==> src/rtl/fifo_pipe_delay_if.sv <==
// Handshake and status bundle between a FIFO user (master) and fifo_pipe_delay (slave).
// Widths follow the same DATA_WIDTH / FIFO_DEPTH parameters as the FIFO itself.
interface fifo_pipe_delay_if #(
    parameter int DATA_WIDTH = 4,
    parameter int FIFO_DEPTH = 16
);
    localparam int CW = $clog2(FIFO_DEPTH) + 1;

    logic                  flush;
    logic                  wr_en;
    logic [DATA_WIDTH-1:0] wr_data;
    logic                  rd_en;
    logic [DATA_WIDTH-1:0] rd_data;
    logic                  rd_valid;
    logic                  full;
    logic                  empty;
    logic                  almost_full;
    logic                  almost_empty;
    logic [CW-1:0]         count;
    logic                  overflow;
    logic                  underflow;

    modport master (
        output flush,
        output wr_en,
        output wr_data,
        output rd_en,
        input  rd_data,
        input  rd_valid,
        input  full,
        input  empty,
        input  almost_full,
        input  almost_empty,
        input  count,
        input  overflow,
        input  underflow
    );

    modport slave (
        input  flush,
        input  wr_en,
        input  wr_data,
        input  rd_en,
        output rd_data,
        output rd_valid,
        output full,
        output empty,
        output almost_full,
        output almost_empty,
        output count,
        output overflow,
        output underflow
    );
endinterface

==> src/rtl/fifo_pipe_delay.sv <==
// Synchronous FIFO whose read words travel through a fixed, non-stalling delay pipeline
// before appearing on rd_data/rd_valid; all status flags are registered.
module fifo_pipe_delay #(
    parameter int DATA_WIDTH = 4,
    parameter int FIFO_DEPTH = 16,
    parameter int PIPE_DEPTH = 4,
    parameter int AF_LEVEL   = FIFO_DEPTH - 2,
    parameter int AE_LEVEL   = 2
) (
    input logic              clk,
    input logic              rst_n,
    fifo_pipe_delay_if.slave bus
);

    localparam int AW = $clog2(FIFO_DEPTH);
    localparam int PW = AW + 1;

    localparam logic [PW-1:0] DEPTH_C = PW'(FIFO_DEPTH);
    localparam logic [PW-1:0] AF_C    = PW'(AF_LEVEL);
    localparam logic [PW-1:0] AE_C    = PW'(AE_LEVEL);
    localparam logic [PW-1:0] ONE_C   = PW'(1);

    logic [DATA_WIDTH-1:0] mem_q [FIFO_DEPTH];

    logic [PW-1:0] wr_ptr_q, wr_ptr_d;
    logic [PW-1:0] rd_ptr_q, rd_ptr_d;
    logic [PW-1:0] count_q,  count_d;

    logic full_q,      full_d;
    logic empty_q,     empty_d;
    logic af_q,        af_d;
    logic ae_q,        ae_d;
    logic overflow_q,  overflow_d;
    logic underflow_q, underflow_d;

    logic [DATA_WIDTH-1:0] pipe_data_q [PIPE_DEPTH];
    logic [DATA_WIDTH-1:0] pipe_data_d [PIPE_DEPTH];
    logic [PIPE_DEPTH-1:0] pipe_valid_q, pipe_valid_d;

    logic [DATA_WIDTH-1:0] rd_data_q, rd_data_d;
    logic                  rd_valid_q, rd_valid_d;

    logic          wr_accept;
    logic          rd_accept;
    logic [AW-1:0] wr_addr;
    logic [AW-1:0] rd_addr;

    // Accept decisions use the flags registered before this edge.
    always_comb begin
        wr_accept = bus.wr_en && !full_q;
        rd_accept = bus.rd_en && !empty_q;
        wr_addr   = wr_ptr_q[AW-1:0];
        rd_addr   = rd_ptr_q[AW-1:0];
    end

    always_comb begin
        wr_ptr_d    = wr_ptr_q;
        rd_ptr_d    = rd_ptr_q;
        overflow_d  = overflow_q  | (bus.wr_en & full_q);
        underflow_d = underflow_q | (bus.rd_en & empty_q);

        if (bus.flush) begin
            wr_ptr_d    = '0;
            rd_ptr_d    = '0;
            overflow_d  = 1'b0;
            underflow_d = 1'b0;
        end else begin
            if (wr_accept) begin
                wr_ptr_d = wr_ptr_q + ONE_C;
            end
            if (rd_accept) begin
                rd_ptr_d = rd_ptr_q + ONE_C;
            end
        end

        // Wrap-bit pointer difference is the occupancy, 0..FIFO_DEPTH.
        count_d = wr_ptr_d - rd_ptr_d;
        full_d  = (count_d == DEPTH_C);
        empty_d = (count_d == '0);
        af_d    = (count_d >= AF_C);
        ae_d    = (count_d <= AE_C);
    end

    always_comb begin
        pipe_data_d[0]  = mem_q[rd_addr];
        pipe_valid_d    = '0;
        pipe_valid_d[0] = rd_accept && !bus.flush;
        for (int i = 1; i < PIPE_DEPTH; i++) begin
            pipe_data_d[i]  = pipe_data_q[i-1];
            pipe_valid_d[i] = pipe_valid_q[i-1] && !bus.flush;
        end

        // Output register after the last stage gives the full PIPE_DEPTH latency.
        rd_data_d  = pipe_data_q[PIPE_DEPTH-1];
        rd_valid_d = pipe_valid_q[PIPE_DEPTH-1] && !bus.flush;
    end

    always_ff @(posedge clk) begin
        if (wr_accept && !bus.flush) begin
            mem_q[wr_addr] <= bus.wr_data;
        end
    end

    always_ff @(posedge clk or negedge rst_n) begin
        if (!rst_n) begin
            wr_ptr_q     <= '0;
            rd_ptr_q     <= '0;
            count_q      <= '0;
            full_q       <= 1'b0;
            empty_q      <= 1'b1;
            af_q         <= 1'b0;
            ae_q         <= 1'b1;
            overflow_q   <= 1'b0;
            underflow_q  <= 1'b0;
            pipe_valid_q <= '0;
            for (int i = 0; i < PIPE_DEPTH; i++) begin
                pipe_data_q[i] <= '0;
            end
            rd_data_q    <= '0;
            rd_valid_q   <= 1'b0;
        end else begin
            wr_ptr_q     <= wr_ptr_d;
            rd_ptr_q     <= rd_ptr_d;
            count_q      <= count_d;
            full_q       <= full_d;
            empty_q      <= empty_d;
            af_q         <= af_d;
            ae_q         <= ae_d;
            overflow_q   <= overflow_d;
            underflow_q  <= underflow_d;
            pipe_valid_q <= pipe_valid_d;
            for (int i = 0; i < PIPE_DEPTH; i++) begin
                pipe_data_q[i] <= pipe_data_d[i];
            end
            rd_data_q    <= rd_data_d;
            rd_valid_q   <= rd_valid_d;
        end
    end

    assign bus.rd_data      = rd_data_q;
    assign bus.rd_valid     = rd_valid_q;
    assign bus.full         = full_q;
    assign bus.empty        = empty_q;
    assign bus.almost_full  = af_q;
    assign bus.almost_empty = ae_q;
    assign bus.count        = count_q;
    assign bus.overflow     = overflow_q;
    assign bus.underflow    = underflow_q;

    a_count_bounded: assert property (@(posedge clk) disable iff (!rst_n) count_q <= DEPTH_C);
    a_full_empty_excl: assert property (@(posedge clk) disable iff (!rst_n) !(full_q && empty_q));

endmodule

==> src/flat_wrapper.sv <==
// flat-port wrapper written by rule: the top's interface ports become plain ports
module fifo_pipe_delay_flat 
#(
    parameter int DATA_WIDTH = 4,
    parameter int FIFO_DEPTH = 16,
    parameter int PIPE_DEPTH = 4,
    parameter int AF_LEVEL   = FIFO_DEPTH - 2,
    parameter int AE_LEVEL   = 2
)
  (clk, rst_n, bus_flush, bus_wr_en, bus_wr_data, bus_rd_en, bus_rd_data, bus_rd_valid, bus_full, bus_empty, bus_almost_full, bus_almost_empty, bus_count, bus_overflow, bus_underflow);
  fifo_pipe_delay_if #(.DATA_WIDTH(DATA_WIDTH), .FIFO_DEPTH(FIFO_DEPTH)) bus_i ();
  input logic clk;
  input logic rst_n;
  input wire logic [$bits(bus_i.flush)-1:0] bus_flush;
  input wire logic [$bits(bus_i.wr_en)-1:0] bus_wr_en;
  input wire logic [$bits(bus_i.wr_data)-1:0] bus_wr_data;
  input wire logic [$bits(bus_i.rd_en)-1:0] bus_rd_en;
  output wire logic [$bits(bus_i.rd_data)-1:0] bus_rd_data;
  output wire logic [$bits(bus_i.rd_valid)-1:0] bus_rd_valid;
  output wire logic [$bits(bus_i.full)-1:0] bus_full;
  output wire logic [$bits(bus_i.empty)-1:0] bus_empty;
  output wire logic [$bits(bus_i.almost_full)-1:0] bus_almost_full;
  output wire logic [$bits(bus_i.almost_empty)-1:0] bus_almost_empty;
  output wire logic [$bits(bus_i.count)-1:0] bus_count;
  output wire logic [$bits(bus_i.overflow)-1:0] bus_overflow;
  output wire logic [$bits(bus_i.underflow)-1:0] bus_underflow;
  assign bus_i.flush = bus_flush;
  assign bus_i.wr_en = bus_wr_en;
  assign bus_i.wr_data = bus_wr_data;
  assign bus_i.rd_en = bus_rd_en;
  assign bus_rd_data = bus_i.rd_data;
  assign bus_rd_valid = bus_i.rd_valid;
  assign bus_full = bus_i.full;
  assign bus_empty = bus_i.empty;
  assign bus_almost_full = bus_i.almost_full;
  assign bus_almost_empty = bus_i.almost_empty;
  assign bus_count = bus_i.count;
  assign bus_overflow = bus_i.overflow;
  assign bus_underflow = bus_i.underflow;
  fifo_pipe_delay #(.DATA_WIDTH(DATA_WIDTH), .FIFO_DEPTH(FIFO_DEPTH), .PIPE_DEPTH(PIPE_DEPTH), .AF_LEVEL(AF_LEVEL), .AE_LEVEL(AE_LEVEL)) u_core (.clk(clk), .rst_n(rst_n), .bus(bus_i));
endmodule
==> config.mk <==
export PLATFORM = sky130hd
export DESIGN_NAME = fifo_pipe_delay_flat
export DESIGN_NICKNAME = d
export VERILOG_FILES = /design/src/rtl/fifo_pipe_delay_if.sv /design/src/rtl/fifo_pipe_delay.sv /design/src/flat_wrapper.sv
export SDC_FILE = /design/constraint.sdc
export NUM_CORES = 1
export LEC_CHECK = 0
export BUFFER_PORTS_ARGS = -buffer_cell sky130_fd_sc_hd__buf_2
export CORE_MARGIN = 5
export CORE_UTILIZATION = 52
export DETAILED_ROUTE_END_ITERATION = 10
export PLACE_DENSITY = 0.72
export SLEW_MARGIN = 5
export SYNTH_ARGS = -nofsm -noshare
export SYNTH_HDL_FRONTEND = slang
export SYNTH_SLANG_ARGS = --single-unit
export TNS_END_PERCENT = 20
==> constraint.sdc <==
create_clock -name clk -period 2.7 [get_ports clk]
set_input_delay 0.54 -clock clk [delete_from_list [all_inputs] [get_ports clk]]
set_output_delay 0.54 -clock clk [all_outputs]
set_load 0.01 [all_outputs]
# == Word-level counts from Yosys, hierarchy flattened ==
# Memories as Yosys holds them, arrays and structs flattened. A register that Yosys moved wholly into a read port is not among the register bits.
# Cells that the tools add are included.
# word_totals
regBits,42
ram_bits,64
input_bits,9
out_inout_bits,16
word_cells,47
mem_count,1
# op_classes
add_sub_neg,3
order_cmp,2
eq_ne,1
n_mux,8
bitwise_logic,4
n_reduce_logical,13
# memory_table
memory,depth,word_bits,read_ports,rd_ports_with_merged_regs,write_ports,line,text
u_core.mem_q,16,4,1,1,1,fifo_pipe_delay.sv:23,logic [DATA_WIDTH-1:0] mem_q [FIFO_DEPTH];
# op_table
operator,n
5-bit two-way mux,4
5-bit by 1-bit adder with 5-bit output (second input constant),2
1-bit logical AND,8
5-bit equality test (second input constant),1
5-bit by 4-bit greater-or-equal comparator with 1-bit output (second input constant),1
5-bit by 2-bit <= comparator with 1-bit output (second input constant),1
5-bit zero test,1
5-bit subtractor,1
1-bit zero test,4
1-bit two-way mux,4
1-bit AND,2
1-bit OR,2

# == Logic depth before layout (Yosys ltp) ==
# depth
depth_word,6
mapped_depth,12
ltp_nobuf,11

# == Worst setup path after synthesis ==
# No wires, ideal clock.
# synth_timing
path_type,register -> register
start,reg u_core.rd_ptr_q[0]
end,reg u_core.ae_q (netlist: u_core.bus.almost_empty)
setup_ps,89
arrival_time_ps,2660
t_required_ps,2611
path_slack_ps,-49
stages_incl_launch_ff,11
n_path_buf,2
synth_period_minus_slack_ps,2749
cell_sequence,dfrtp_1 clkbuf_1 buf_2 xor2_1 nor2_1 ha_1 fa_1 maj3_2 o21bai_2 xor2_2 nor4b_2
# synth_via
elab_chain_len,5
# synth_rtl
item,line,text
start: declaration,fifo_pipe_delay.sv:26,"logic [PW-1:0] rd_ptr_q, rd_ptr_d;"
start signal: assignment,fifo_pipe_delay.sv:123,rd_ptr_q <= rd_ptr_d;
5-bit by 1-bit adder with 5-bit output,fifo_pipe_delay.sv:72,rd_ptr_d = rd_ptr_q + ONE_C;
5-bit two-way mux *,fifo_pipe_delay.sv:71,if (rd_accept) begin
5-bit two-way mux *,fifo_pipe_delay.sv:62,if (bus.flush) begin
net u_core.rd_ptr_d[0],fifo_pipe_delay.sv:26,
5-bit subtractor *,fifo_pipe_delay.sv:77,count_d = wr_ptr_d - rd_ptr_d;
5-bit by 2-bit <= comparator with 1-bit output *,fifo_pipe_delay.sv:81,ae_d = (count_d <= AE_C);
net u_core.ae_d,fifo_pipe_delay.sv:32,"logic ae_q, ae_d;"
end signal: assignment,fifo_pipe_delay.sv:112,ae_q <= 1'b1;
end signal: assignment,fifo_pipe_delay.sv:128,ae_q <= ae_d;
end: declaration,fifo_pipe_delay.sv:32,
# The timed path passes the listed nets; every way through them passes the cells marked *.

# == Worst setup path after layout ==
# layout_timing
start,reg u_core.empty_q (netlist: u_core.bus.empty)
end,reg u_core.empty_q (netlist: u_core.bus.empty)
# layout_via
elab_chain_len,6
# layout_rtl
item,line,text
start: declaration,fifo_pipe_delay.sv:30,"logic empty_q, empty_d;"
start signal: assignment,fifo_pipe_delay.sv:126,empty_q <= empty_d;
1-bit zero test,fifo_pipe_delay.sv:51,rd_accept = bus.rd_en && !empty_q;
1-bit logical AND,fifo_pipe_delay.sv:51,
5-bit two-way mux,fifo_pipe_delay.sv:71,
5-bit two-way mux,fifo_pipe_delay.sv:62,
5-bit subtractor,fifo_pipe_delay.sv:77,
5-bit zero test,fifo_pipe_delay.sv:79,empty_d = (count_d == '0);
net u_core.empty_d,fifo_pipe_delay.sv:30,
# The timed path passes the listed nets, and every way through them passes these cells.

==> metrics.txt <==
Pwr Density=between 700 and 800 nW/um^2; Critical-path top delay cell=dfstp_2; Num CTS Buffers=9; Mapped Nets=297; max incr delay on CP=approximately 0.57 ns; Yosys cell types=46; Worst VDD drop=approximately 0.35 mV; vias in the first global route=2,307; Core Box Area=8217 sq um; largest net degree at the start of global routing=47; clock-pin slew on the worst setup and hold paths=about 0.1 ns; P_int=0.002699 W; wire per inst=17.36 um; n_diodes=0; Main synth FF type=edfxtp_1; Post-synth top cells=64 x edfxtp_1, 44 x dfrtp_1, 17 x and2_1, 13 x mux2i_1; PortBufs=24; die footprint=just over 10,000 sq um; switching power=0.0009906 W; GPL Wtd Cong=around 0.81; Synth warnings=0; Worst Setup End Kind=flop; Hold Vio Cnt, Final=0; total gr overflow=0; Final ANT Viol Nets=0; WL final=7.397 mm; RSZ-0062 raised after global routing=no; final setup fails=0; Layout area overhead=11.75%; Worst-Skew Late Latency=~0.36 ns; top-area cell type share of the netlist area=between 40% and 50%; DR top layer=met4; clock sinks=110; Hold Crit Class=primary input to asynchronous set/reset pin; async set or reset register ratio after synthesis=between 40% and 50%; clk buf depth=2; GRT Resource Usage Total=15.74%; Post-Synthesis Cell Area=approximately 4400 sq um; CP Max Fanout=4; Max-Cap Viols=0; WL met3=between 200 and 300 um; synth top area cells=edfxtp_1 44%, dfrtp_1 25%, mux4_2 4.1%; Yosys reg bits=110; Worst EP required=3.01 ns; EDFF count, synth=64; Root Buffer=clkbuf_8; DRC=0; DP HPWL=around 5.2 mm; Leakage=a little under 2 nW; worst path arrival time=2.87 ns; DR iter-0 viols=~120; # rows=33; first-pass GRT wire length=11.96 mm; metal2 WL=3.648 mm; share of power burned in registers=about 55%; CP Cell Sequence=nand2b_4, nor2_1, nand2_1, xor2_1, or2_2, ha_1, xnor2_1, or3_1, a211oi_2, and2_2; initial core utilization=53.39%; via count=2,279; WL met1=about 3.4 mm; CTS tree=yes; Die W=around 100 um; Avg Cell Area, Syn=15.72 sq um; synthesized instance count=approximately 280; Vias/cell=5.350; Least-Margin Pin Slew=about 0.99 ns; clock skew=0.01061 ns; combinational power share=between 20 and 25%; nets@finish=between 300 and 400; Final Critical Period=2.559 ns; router iterations before antenna repair=5; setup_tns=0 ns; H-tree levels=3; Slew headroom=between 30% and 40%; Final Util=59.66%; Crit Path Category=flop to flop; initial antenna violation count=0; switching share of power=a little over a quarter; chip height=101.8 um; top-count cell post-synth=edfxtp_1; outcome=finished, final reports clean; fmax=390.7 MHz; clock power share=24.7%; ratio of cells with drive above 1 in the final layout=between 20% and 30%; sequential area share after synthesis=70.11%; ratio of final minimum period to clock period=94.79%; cell taking the most area after synthesis=edfxtp_1; fillers=between 600 and 700; startpoint types=flop; Final Slew Violations=0; Top-Level Pins=25
[cells by family after synthesis]
logic type / Yosys count / share of synthesized area, %
AOI/OAI and AO/OA: 35 / 5.163
xor gates and xnor gates: 9 / 1.968
adders and majority gates: 11 / 3.223
buffers and inverters: 22 / 2.196
DFF: 110 / 70.11
muxes: 27 / 8.870
and+or+nand+nor: 65 / 8.471
[cell type report]
type	instances	area, sq um	share of cell area, %
Clock inverter	5	45.04	0.9188
Timing Repair Buffer	36	214.0	4.364
Clock buffer	11	141.4	2.884
Inverter	12	45.04	0.9188
Tap cell	105	131.4	2.680
Sequential cell	110	3077	62.76
Multi-Input combinational cell	147	1249	25.47
[path summary, 6_finish.rpt]
path	startpoint	to	slack [ns]	cells after the start
max in group asynchronous	rst_n	u_core.wr_ptr_q[0]$_DFF_PN0_	1.69	1
worst min-delay path	rst_n	u_core.bus.rd_valid$_DFF_PN0_	0.34	1
worst min register to register	u_core.pipe_data_d[1]$_DFF_PN0_	u_core.rd_data_d[1]$_DFF_PN0_	0.35	0
worst max-delay path	u_core.bus.empty$_DFF_PN1_	u_core.bus.empty$_DFF_PN1_	0.14	10
worst max register to register	u_core.bus.empty$_DFF_PN1_	u_core.bus.empty$_DFF_PN1_	0.14	10
min in group clk	u_core.pipe_data_d[1]$_DFF_PN0_	u_core.rd_data_d[1]$_DFF_PN0_	0.35	0
[cells in the final DEF, fill, tap and decap left out, types with 3 or more instances in the layout]
master	instances
xor2_1	4
xnor2_1	3
buf_4	11
mux2_2	5
a21oi_1	9
a221oi_1	4
inv_1	12
dfrtp_1	43
o21ai_0	11
a22oi_1	4
or2_2	3
nor2b_1	8
edfxtp_1	64
ha_1	8
nand2_1	8
nor3_1	3
clkinv_4	3
clkbuf_8	10
mux2i_1	13
mux4_2	8
nor2_1	12
buf_2	24
and2_1	17
[sequential cells by signal, indices dropped and copies added (netlist names)]
name and count:
u_core.bus.empty 1, u_core.bus.overflow 1, u_core.bus.underflow 1, u_core.mem_q 64, u_core.bus.almost_empty 1, u_core.bus.rd_valid 1, u_core.bus.full 1, u_core.bus.rd_data 4
u_core.rd_data_d 4, u_core.rd_ptr_q 5, u_core.pipe_valid_q 4, u_core.bus.almost_full 1, u_core.wr_ptr_q 5, u_core.bus.count 5, u_core.pipe_data_d 12
[what timing repair did]
| action | in CTS | in global routing |
|---|---|---|
| gates resized for setup | 0 | 8 |
| endpoints found under the setup margin | 0 | 5 |
| hold buffers | 0 | 0 |
| setup buffers | 0 | 0 |
[worst max-delay path: cells and delay by family, from the launching register on]
family | cells | cell delay, ns
XOR/XNOR | 2 | 0.21
AND/OR/NAND/NOR | 6 | 1.10
AO/OA/AOI/OAI | 1 | 0.25
adder cells (fa/ha/maj) | 1 | 0.37
flip-flops | 1 | 0.57
[power groups by stage]
stage               registers (W)  clock network, W  logic, W
finish                    0.00203          0.000910  0.000745
global placement          0.00206                 0  0.000705
detailed placement        0.00207                 0  0.000713
global route              0.00205           0.00101  0.000823
CTS                       0.00204          0.000941  0.000714
floorplan                 0.00210                 0  0.000421
[stage by stage]
stage | setup WS (ns) | hold WS, ns | area (sq um) | total power [W] | std cells
floorplan | 0.01574 | 0.2444 | 4392 | 0.002521 | 279
global placement | -0.09670 | 0.3329 | 4679 | 0.002769 | 410
detailed placement | -0.1192 | 0.3347 | 4679 | 0.002788 | 410
CTS | 0.004546 | 0.3516 | 4866 | 0.003693 | 426
global route | 0.02410 | 0.3555 | 4902 | 0.003884 | 426
finish | 0.1408 | 0.3387 | 4902 | 0.003690 | 426
[routing by layer]
metal,GRT usage (%),vias to the layer above
li1,-,1076
met4,6.054,0
met5,0,-
met3,3.891,8
met2,24.40,37
met1,21.78,1158
Power figures use the tool's default switching activity.
